<file path="config.mk">
export PLATFORM = sky130hd
export DESIGN_NAME = wb_dec_1m_4s
export DESIGN_NICKNAME = d
export VERILOG_FILES = /design/src/rtl/wb_dec_pkg.sv /design/src/rtl/wb_dec_outst_ctr.sv /design/src/rtl/wb_dec_1m_4s.sv
export SDC_FILE = /design/constraint.sdc
export NUM_CORES = 1
export LEC_CHECK = 0
export ABC_AREA = 1
export BUFFER_PORTS_ARGS = -buffer_cell sky130_fd_sc_hd__buf_4
export CAP_MARGIN = 20
export CELL_PAD_IN_SITES_DETAIL_PLACEMENT = 1
export CELL_PAD_IN_SITES_GLOBAL_PLACEMENT = 2
export CORE_AREA = 2 2 143 145
export DETAILED_ROUTE_END_ITERATION = 6
export DIE_AREA = 0 0 145 147
export PLACE_DENSITY_LB_ADDON = 0.1
export SETUP_SLACK_MARGIN = 0.2
export SLEW_MARGIN = 20
export SYNTH_ARGS = -nofsm -noshare
export SYNTH_HDL_FRONTEND = slang
export SYNTH_SLANG_ARGS = --single-unit
</file>
<file path="constraint.sdc">
create_clock -name CLK -period 3.2 [get_ports CLK]
set_input_delay 0.16 -clock CLK [delete_from_list [all_inputs] [get_ports CLK]]
set_output_delay 0.16 -clock CLK [all_outputs]
set_load 0.05 [all_outputs]
</file>
<file path="src/rtl/wb_dec_pkg.sv">
// Shared definitions for the Wishbone 1-master / 4-slave decoder.
//
// Contents:
//   tgt_t            3-bit target code type
//   TGT_S0..TGT_S3   slave targets 0..3
//   TGT_ERR          internal error responder (no slave matched)
//   CNT_W            width of the outstanding-request counter
//   decode()         address -> target code, lowest matching slave wins
package wb_dec_pkg;

    localparam int NUM_SLV = 4;
    localparam int CNT_W   = 4;

    typedef logic [2:0] tgt_t;

    localparam tgt_t TGT_S0  = 3'd0;
    localparam tgt_t TGT_S1  = 3'd1;
    localparam tgt_t TGT_S2  = 3'd2;
    localparam tgt_t TGT_S3  = 3'd3;
    localparam tgt_t TGT_ERR = 3'd4;

    // Base and mask are packed 4x32 vectors, slave i at [32i+31:32i].
    // Iterating downwards lets the lowest matching index overwrite the rest.
    function automatic tgt_t decode(
        input logic [31:0]  adr,
        input logic [127:0] base,
        input logic [127:0] mask
    );
        tgt_t tgt;
        tgt = TGT_ERR;
        for (int i = NUM_SLV - 1; i >= 0; i--) begin
            if ((adr & mask[32*i +: 32]) == (base[32*i +: 32] & mask[32*i +: 32]))
                tgt = tgt_t'(i);
        end
        return tgt;
    endfunction

endpackage

</file>
<file path="src/rtl/wb_dec_outst_ctr.sv">
// Outstanding-request tracker for the Wishbone decoder.
//
// Counts requests that were accepted but not yet answered, and, when the
// macro WB_DEC_TIMEOUT_EN is defined, runs a watchdog that retires a request
// whose slave never answers within TIMEOUT_CYC cycles.
//
// Ports:
//   clk        clock
//   rst_async  asynchronous reset, active-high
//   clr        synchronous clear (sync reset or master dropped CYC)
//   inc        a request was accepted this cycle
//   dec        a genuine response was delivered this cycle
//   cnt        number of outstanding requests
//   empty      cnt == 0
//   full       cnt == MAX_OUTST
//   timeout    watchdog retires one request this cycle (always 0 without
//              WB_DEC_TIMEOUT_EN)
module wb_dec_outst_ctr
    import wb_dec_pkg::*;
#(
    parameter int MAX_OUTST   = 4,
    parameter int TIMEOUT_CYC = 255
) (
    input  logic             clk,
    input  logic             rst_async,
    input  logic             clr,
    input  logic             inc,
    input  logic             dec,
    output logic [CNT_W-1:0] cnt,
    output logic             empty,
    output logic             full,
    output logic             timeout
);

    logic dec_any;

    assign empty = (cnt == '0);
    assign full  = (cnt == CNT_W'(MAX_OUTST));

`ifdef WB_DEC_TIMEOUT_EN
    logic [7:0] wd;

    // Fires on the TIMEOUT_CYC-th silent cycle; a genuine response in the
    // same cycle wins and simply reloads the watchdog.
    assign timeout = !empty && !dec && (wd == 8'(TIMEOUT_CYC - 1));

    always_ff @(posedge clk or posedge rst_async) begin
        if (rst_async)
            wd <= '0;
        else if (clr || empty || dec || timeout)
            wd <= '0;
        else
            wd <= wd + 8'd1;
    end
`else
    logic [7:0] unused_timeout_cyc;

    assign unused_timeout_cyc = 8'(TIMEOUT_CYC);
    assign timeout            = 1'b0;
`endif

    assign dec_any = dec | timeout;

    // Accept and retire in the same cycle cancel out; the guards keep the
    // count inside 0..MAX_OUTST.
    always_ff @(posedge clk or posedge rst_async) begin
        if (rst_async)
            cnt <= '0;
        else if (clr)
            cnt <= '0;
        else if (inc && !dec_any && !full)
            cnt <= cnt + 1'b1;
        else if (dec_any && !inc && !empty)
            cnt <= cnt - 1'b1;
    end

endmodule

</file>
<file path="src/rtl/wb_dec_1m_4s.sv">
// Pipelined Wishbone address decoder/router: one master, four slaves.
//
// Decodes the master address to a slave (or to an internal error responder
// when nothing matches), forwards requests, steers ACK/ERR/RD_DAT back from
// the slave that owns the outstanding requests, and stalls a request to a
// different target until the pipeline has drained.
//
// Optional macro: WB_DEC_TIMEOUT_EN enables a per-request watchdog that
// answers with ERR after TIMEOUT_CYC silent cycles.
//
// Ports:
//   CLK, RST_ASYNC (async, active-high), RST_SYNC (sync, active-high)
//   WB_SL_*   master-facing slave port (ADR/CYC/STB/WE/SEL/WR_DAT in,
//             STALL/ACK/ERR/RD_DAT out)
//   WB_M_*    slave-facing master port: ADR/WE/SEL/WR_DAT broadcast,
//             per-slave CYC/STB out, per-slave STALL/ACK/ERR/RD_DAT in
//             (RD_DAT slave i at [32i+31:32i])
module wb_dec_1m_4s
    import wb_dec_pkg::*;
#(
    parameter logic [127:0] SLV_BASE    = {32'h3000_0000, 32'h2000_0000,
                                           32'h1000_0000, 32'h0000_0000},
    parameter logic [127:0] SLV_MASK    = {4{32'hF000_0000}},
    parameter int           MAX_OUTST   = 4,
    parameter int           TIMEOUT_CYC = 255
) (
    input  logic         CLK,
    input  logic         RST_ASYNC,
    input  logic         RST_SYNC,
    input  logic [31:0]  WB_SL_ADR_IN,
    input  logic         WB_SL_CYC_IN,
    input  logic         WB_SL_STB_IN,
    input  logic         WB_SL_WE_IN,
    input  logic [3:0]   WB_SL_SEL_IN,
    input  logic [31:0]  WB_SL_WR_DAT_IN,
    output logic         WB_SL_STALL_OUT,
    output logic         WB_SL_ACK_OUT,
    output logic         WB_SL_ERR_OUT,
    output logic [31:0]  WB_SL_RD_DAT_OUT,
    output logic [31:0]  WB_M_ADR_OUT,
    output logic [3:0]   WB_M_CYC_OUT,
    output logic [3:0]   WB_M_STB_OUT,
    output logic         WB_M_WE_OUT,
    output logic [3:0]   WB_M_SEL_OUT,
    output logic [31:0]  WB_M_WR_DAT_OUT,
    input  logic [3:0]   WB_M_STALL_IN,
    input  logic [3:0]   WB_M_ACK_IN,
    input  logic [3:0]   WB_M_ERR_IN,
    input  logic [127:0] WB_M_RD_DAT_IN
);

    tgt_t             tgt;
    tgt_t             sel_reg;
    logic             err_pend;
    logic [CNT_W-1:0] outst_cnt;
    logic             empty;
    logic             full;
    logic             timeout;
    logic             sel_ack;
    logic             sel_err;
    logic [31:0]      sel_dat;
    logic             live;
    logic             resp_real;
    logic             resp;
    logic             block;
    logic             tgt_stall;
    logic             accept;

    assign tgt = decode(WB_SL_ADR_IN, SLV_BASE, SLV_MASK);

    // Response sources of the currently owning target. sel_reg only ever
    // holds 0..4, so bit 2 alone identifies the error responder.
    always_comb begin
        sel_ack = 1'b0;
        sel_err = 1'b0;
        sel_dat = '0;
        if (sel_reg[2]) begin
            sel_err = err_pend;
        end else begin
            sel_ack = WB_M_ACK_IN[sel_reg[1:0]];
            sel_err = WB_M_ERR_IN[sel_reg[1:0]];
            sel_dat = WB_M_RD_DAT_IN[{sel_reg[1:0], 5'b0} +: 32];
        end
    end

    // Responses are only meaningful while the master still holds the cycle
    // and something is outstanding; anything else is dropped.
    assign live      = WB_SL_CYC_IN && !empty;
    assign resp_real = live && (sel_ack || sel_err);
    assign resp      = resp_real || timeout;

    assign block     = (!empty && (tgt != sel_reg)) || (full && !resp);
    assign tgt_stall = !tgt[2] && WB_M_STALL_IN[tgt[1:0]];

    assign WB_SL_STALL_OUT = WB_SL_CYC_IN && (block || tgt_stall);
    assign accept          = WB_SL_CYC_IN && WB_SL_STB_IN && !WB_SL_STALL_OUT;

    // ACK+ERR together from one slave is a single, erroring response.
    assign WB_SL_ACK_OUT    = live && sel_ack && !sel_err;
    assign WB_SL_ERR_OUT    = live && (sel_err || timeout);
    assign WB_SL_RD_DAT_OUT = live ? sel_dat : '0;

    assign WB_M_ADR_OUT    = WB_SL_ADR_IN;
    assign WB_M_WE_OUT     = WB_SL_WE_IN;
    assign WB_M_SEL_OUT    = WB_SL_SEL_IN;
    assign WB_M_WR_DAT_OUT = WB_SL_WR_DAT_IN;

    // A slave keeps its CYC while it still owes responses, even when the
    // master has already moved on to a blocked request elsewhere.
    always_comb begin
        WB_M_STB_OUT = '0;
        WB_M_CYC_OUT = '0;
        for (int i = 0; i < NUM_SLV; i++) begin
            WB_M_STB_OUT[i] = WB_SL_CYC_IN && WB_SL_STB_IN &&
                              (tgt == tgt_t'(i)) && !block;
            WB_M_CYC_OUT[i] = WB_SL_CYC_IN &&
                              (((tgt == tgt_t'(i)) && !block) ||
                               (!empty && (sel_reg == tgt_t'(i))));
        end
    end

    // The error responder answers exactly one cycle after accepting.
    always_ff @(posedge CLK or posedge RST_ASYNC) begin
        if (RST_ASYNC) begin
            sel_reg  <= TGT_S0;
            err_pend <= 1'b0;
        end else if (RST_SYNC) begin
            sel_reg  <= TGT_S0;
            err_pend <= 1'b0;
        end else begin
            if (accept)
                sel_reg <= tgt;
            err_pend <= accept && (tgt == TGT_ERR);
        end
    end

    wb_dec_outst_ctr #(
        .MAX_OUTST   (MAX_OUTST),
        .TIMEOUT_CYC (TIMEOUT_CYC)
    ) u_outst_ctr (
        .clk       (CLK),
        .rst_async (RST_ASYNC),
        .clr       (RST_SYNC || !WB_SL_CYC_IN),
        .inc       (accept),
        .dec       (resp_real),
        .cnt       (outst_cnt),
        .empty     (empty),
        .full      (full),
        .timeout   (timeout)
    );

endmodule
</file>
# == Word level (Yosys, flattened, before mapping) ==
# Cells that the tools add are included.
# classes
n_lt_le_gt_ge,2
add_sub_neg,2
muxes,20
reduce_logical,59
eq_ne,12
shift,1
# ops
op,n
128-bit by 8-bit indexed part select with 32-bit output,1
32-bit 2-to-1 mux,2
1-bit logical AND,36
32-bit logical NOT,1
3-bit 2-to-1 mux,6
3-bit by 2-bit equality test with 1-bit output (second input constant),4
4-bit 2-to-1 mux,3
1-bit logical NOT,9
4-bit by 2-bit equality test with 1-bit output (second input constant),2
1-bit logical OR,8
1-bit binary-select mux with 2-bit select,3
3-bit by 1-bit equality test with 1-bit output (second input constant),2
3-bit logical NOT,2
2-bit by 3-bit less-than comparator with 1-bit output (second input constant),2
1-bit 2-to-1 mux,6
4-bit by 1-bit adder with 4-bit output (second input constant),1
4-bit by 1-bit equality test with 1-bit output (second input constant),1
4-bit by 3-bit equality test with 1-bit output (second input constant),1
4-bit logical NOT,1
4-bit by 1-bit subtractor with 4-bit output (second input constant),1
3-bit equality test (second input constant),1
3-bit != test,1
3-bit nonzero test,1
2-bit nonzero test,1
# totals
regBits,8
out_inout_bits,112
inputBits,214
word_cells,99

# == Longest topological paths before layout ==
# depth
ltp_word,18
mapped_depth,20
ltp_nobuf,19

# == Modules after synthesis ==
# From an unflattened synthesis, not the netlist that was laid out.
# unflattened
cells_unflattened,347
hier_area_um2,2208.4
# modules_own_cells
mod,area_per_inst_um2,seq_area_each_um2,cells_each,n_inst
wb_dec_1m_4s,1818.0,100.1,294,1
wb_dec_outst_ctr,390.4,100.1,53,1

# == Worst setup path before layout ==
# No wires, ideal clock.
# synth_path
path_kind,register to output
from,register sel_reg[1]
to,output port WB_M_CYC_OUT[2]
t_arrival_ns,2.328
n_path_buf,1
slack_ns,0.712
t_required_ns,3.040
path_stages_with_launch,11
cell_sequence,dfrtp_1 buf_4 nor2_2 nand2_1 nand4_1 nand2_1 nand3_2 nand2_1 inv_1 nand3_1 o21ai_0
# synth_via
elab_chain_len,12
word_cells_on_any_way,19
cone_classes,eq/ne: 2; mux: 6; reduce/logical: 11
# synth_lines
item,line,source
start: declaration,wb_dec_1m_4s.sv:53,tgt_t sel_reg;
start signal: assignment,wb_dec_1m_4s.sv:132,sel_reg <= tgt;
"1-bit binary-select mux with 2-bit select, on equally long branches","wb_dec_1m_4s.sv:80, wb_dec_1m_4s.sv:81",
"1-bit 2-to-1 mux, on equally long branches","wb_dec_1m_4s.sv:80, wb_dec_1m_4s.sv:81",
1-bit 2-to-1 mux,wb_dec_1m_4s.sv:77,if (sel_reg[2]) begin
1-bit logical OR,wb_dec_1m_4s.sv:89,assign resp_real = live && (sel_ack || sel_err);
1-bit logical AND,wb_dec_1m_4s.sv:89,
1-bit logical NOT,wb_dec_1m_4s.sv:92,assign block = (!empty && (tgt != sel_reg)) || (full && !resp);
1-bit logical AND,wb_dec_1m_4s.sv:92,
1-bit logical OR,wb_dec_1m_4s.sv:92,
1-bit logical NOT,wb_dec_1m_4s.sv:117,(((tgt == tgt_t'(i)) && !block) ||
1-bit logical AND,wb_dec_1m_4s.sv:117,
1-bit logical OR (*),wb_dec_1m_4s.sv:117,
1-bit logical AND (*),wb_dec_1m_4s.sv:116,WB_M_CYC_OUT[i] = WB_SL_CYC_IN &&
end: declaration,wb_dec_1m_4s.sv:41,"output logic [3:0] WB_M_CYC_OUT,"
# Mark *: on every way between the ends. The rest lies on a longest branch, timed or not. The select of a mux whose other input is x is not followed.

# == Worst setup path in the final report ==
# layout_path
from,register sel_reg[1]
to,register u_outst_ctr.cnt[3]
# layout_via
elab_chain_len,16
word_cells_on_any_way,25
cone_classes,eq/ne: 1; mux: 8; reduce/logical: 16
# layout_lines
item,line,source
"1-bit binary-select mux with 2-bit select, on equally long branches","wb_dec_1m_4s.sv:80, wb_dec_1m_4s.sv:81",
"1-bit 2-to-1 mux, on equally long branches","wb_dec_1m_4s.sv:80, wb_dec_1m_4s.sv:81",
1-bit 2-to-1 mux,wb_dec_1m_4s.sv:77,
1-bit logical OR,wb_dec_1m_4s.sv:89,
1-bit logical AND,wb_dec_1m_4s.sv:89,
1-bit logical NOT,"wb_dec_outst_ctr.sv:71, wb_dec_1m_4s.sv:92",
1-bit logical AND,wb_dec_1m_4s.sv:92,
1-bit logical OR,wb_dec_1m_4s.sv:92,
1-bit logical OR,wb_dec_1m_4s.sv:95,assign WB_SL_STALL_OUT = WB_SL_CYC_IN && (block || tgt_stall);
1-bit logical AND,wb_dec_1m_4s.sv:95,
1-bit logical NOT,wb_dec_1m_4s.sv:96,assign accept = WB_SL_CYC_IN && WB_SL_STB_IN && !WB_SL_STALL_OUT;
1-bit logical AND,wb_dec_1m_4s.sv:96,
1-bit logical AND / 1-bit logical NOT (equally long branches),"wb_dec_outst_ctr.sv:71, wb_dec_outst_ctr.sv:73",
"1-bit logical AND, on equally long branches","wb_dec_outst_ctr.sv:71, wb_dec_outst_ctr.sv:73",
4-bit 2-to-1 mux / 1-bit logical AND (equally long branches),"wb_dec_outst_ctr.sv:71, wb_dec_outst_ctr.sv:73",
4-bit 2-to-1 mux / 3-bit nonzero test (equally long branches),n/a,
end signal: assignment,wb_dec_outst_ctr.sv:72,cnt <= cnt + 1'b1;
end signal: assignment,wb_dec_outst_ctr.sv:74,cnt <= cnt - 1'b1;
end: declaration,wb_dec_outst_ctr.sv:29,"output logic [CNT_W-1:0] cnt,"
# Parallel ways exist; a longest one is shown, timed or not. The select of a mux whose other input is x is not followed.
# A chain may end at the register's enable or synchronous reset.

==> flow_metrics.env <==
export IMPL_yosysTopAreaCell="buf_4"
export IMPL_crit_path_frequent_cell="nand2_1"
export IMPL_status="finished clean"
export IMPL_viasPerCell=3.82
export IMPL_largest_reg_flops=4
export IMPL_fin_crit_sh=0.832
export IMPL_p_leak_nw=1.66
export IMPL_synth_commonest_cells="nand2_1, buf_4, a22oi_1, a31oi_1, inv_1"
export IMPL_gp_congestion=0.743
export IMPL_clk_pin_slew_ns=0.04
export IMPL_hold_path_class="in -> out"
export IMPL_hp_start="WB_SL_ADR_IN[13]"
export IMPL_yosys_warnings=0
export IMPL_slew_viol_final=0
export IMPL_synthDistinctLibCells=24
export IMPL_io_buffers=195
export IMPL_dpl_hpwl_mm=10.5
export IMPL_fin_area_um2=3460
export IMPL_setup_tns_ns=0
export IMPL_synth_edf_count=0
export IMPL_final_cells=746
export IMPL_place_ws_ns=0.481
export IMPL_start_util=0.107
export IMPL_die_area_um2=21300
export IMPL_drt_total_wl_mm=12.9
export IMPL_power_mw=1.15
export IMPL_worstMarginPinSlew_ns=0.477
export IMPL_cts_sinks=8
export IMPL_yosys_most_used_dff="dfrtp_1"
export IMPL_cp_end_kind="register"
export IMPL_yosysMostFrequentCell="nand2_1"
export IMPL_multi_input_area_um2=1240
export IMPL_final_core_util=0.175
export IMPL_placed_cell_area_um2=3380
export IMPL_place_inst=742
export IMPL_clock_latency_ns=0.23
export IMPL_syn_inst=358
export IMPL_yosys_register_bits=8
export IMPL_setup_worst_path_class="reg -> reg"
export IMPL_slew_headroom=0.682
export IMPL_start_kind="register"
export IMPL_finalHoldViolations=0
export IMPL_synth_top_area_frac=0.251
export IMPL_cts_htree_levels=1
export IMPL_skew_ns=0.000605
export IMPL_cap_violations=0
export IMPL_wire_per_inst_um=17.2
export IMPL_drt_iter0_markers=55
export IMPL_die_x_um=145
export IMPL_setup_worst_path_start="sel_reg[1]"
export IMPL_grt_pass1_vias=3267
export IMPL_rows=52
export IMPL_grt_usage=0.115
export IMPL_critical_path_max_stage_delay_ns=0.51
export IMPL_rsz0062_at_grt="false"
export IMPL_syn2layout_area_growth_pct=62.8
export IMPL_drt_pass1_iterations=4
export IMPL_cts_made_buffers=3
export IMPL_route_vias_total=2851
export IMPL_setup_slack_ns=0.537
export IMPL_path_cells="inv_2 -> nor2_2 -> nand2_1 -> nand4_1 -> nand2_1 -> nand3_2 -> nand3_2 -> nor2_4 -> nand2_2 -> ha_1 -> a21oi_1 -> nand2_1 -> xor2_1 -> inv_1 -> nand2_1 -> nand2_1 -> nand2_1 -> nand2_1"
export IMPL_critPathTopFamily="simple AND/OR/NAND/NOR gates"
export IMPL_power_density_nw_per_um2=332
export IMPL_antenna_found_initial=0
export IMPL_fin_crit_ns=2.66
export IMPL_n_fill_cell=2464
export IMPL_async_reset_ff_frac=1.00
export IMPL_ant_nets=0
export IMPL_path_max_fanout=7
export IMPL_seqCellArea_um2=201
export IMPL_fmax_mhz=376
export IMPL_die_h_um=147
export IMPL_tritoncts="done"
export IMPL_crit_required_ns=3.32
export IMPL_cp_slowest_cell="dfrtp_1"
export IMPL_pin_count=326
export IMPL_cp_arrival_ns=2.78
export IMPL_antenna_cells=0
export IMPL_r2r_start="sel_reg[1]"
export IMPL_yosys_top_cells_area="buf_4, nand2_1, a22oi_1"
export IMPL_syn_cell_area_um2=2130
export IMPL_syn_nets=575
export IMPL_drive_gt1_frac=0.466
export IMPL_worst_path_buf_inv=2
export IMPL_yosysSeqAreaShare=0.0941
export IMPL_max_vdd_ir_drop_mv=0.179
export IMPL_nets=695
export IMPL_whs_ns=0.320
export IMPL_clock_path_buffers=2
export IMPL_remaining_drc_errors=0
export IMPL_setup_viol=0
export IMPL_synth_avg_cell_area_um2=5.94
export IMPL_grt_pass1_wl_mm=19.2
export IMPL_post_cts_setup_buffers=0
export IMPL_grt_max_degree=34
export IMPL_grt_ovfl_total=0
export IMPL_cts_root_buf="clkbuf_16"
export IMPL_core_um2=19800
==> placed cells by master (no fill, tap or decap), types with 3 or more instances in the layout <==
master	count
nand3_2	3
o21ai_0	5
inv_1	22
dfrtp_1	7
o21ai_1	3
nand4_1	5
nor2_1	12
a31oi_1	32
inv_2	5
a21oi_1	4
buf_4	200
a22oi_1	32
nand2_1	107
nor2_2	5
clkbuf_16	3
nand3_1	18
==> final timing paths <==
| kind | end | slack (ns) | depth (start not counted) |
|---|---|---|---|
| setup / recovery | u_outst_ctr.cnt[3] | 0.54 | 18 |
| hold / removal | WB_M_ADR_OUT[13] | 0.32 | 0 |
| setup reg to reg | u_outst_ctr.cnt[3] | 0.54 | 18 |
| hold reg to reg | u_outst_ctr.cnt[0] | 0.58 | 2 |
| max in group asynchronous | sel_reg[0] | 2.45 | 3 |
| min in group asynchronous | u_outst_ctr.cnt[1] | 0.47 | 3 |
==> logic make-up after synthesis <==
kind of cell | after synthesis | share of synthesized area
fa+ha+maj | 3 | 0.0212
flops | 8 | 0.0941
xor+xnor | 2 | 0.00824
compound gates | 77 | 0.239
buf+inv | 113 | 0.325
simple gates | 155 | 0.312
==> per-layer routing <==
metal  global-route usage  vias to the layer above  part of all wire
li1                     -                     1374                 -
met1                0.125                     1340              0.37
met2                0.217                      125              0.53
met3               0.0460                       12             0.093
met4               0.0144                        0            0.0071
met5                    0                        -                 0
==> worst reg2reg max path, cell delays in order (launching register included) <==
cell and delay (ns):
dfrtp_1 0.51, inv_2 0.12, nor2_2 0.11, nand2_1 0.06, nand4_1 0.11, nand2_1 0.11
nand3_2 0.12, nand3_2 0.10, nor2_4 0.15, nand2_2 0.14, ha_1 0.35, a21oi_1 0.14
nand2_1 0.08, xor2_1 0.18, inv_1 0.06, nand2_1 0.07, nand2_1 0.05, nand2_1 0.06
nand2_1 0.04
==> power breakdown <==
group | switching (mW) | total [mW] | internal [mW] | leakage, nW
clock | 0.0516 | 0.213 | 0.161 | 0.0370
combinational | 0.516 | 0.814 | 0.299 | 1.51
sequential | 0.0111 | 0.124 | 0.112 | 0.107
==> layout make-up <==
cell class / instances / share of cell area
tap: 270 / 0.0975
inverter: 27 / 0.0293
clock buffer: 3 / 0.0217
sequential: 8 / 0.0582
multi-input combinational: 237 / 0.357
timing repair buffer: 201 / 0.436
==> what timing repair did <==
| item | CTS | global route |
|---|---|---|
| gates resized for setup | 0 | 1 |
| hold buffers | 1 | 0 |
| setup endpoints to repair | 0 | 1 |
| endpoints found under the hold margin | 8 | 0 |
No activity file was read; power rests on OpenSTA's default activity.
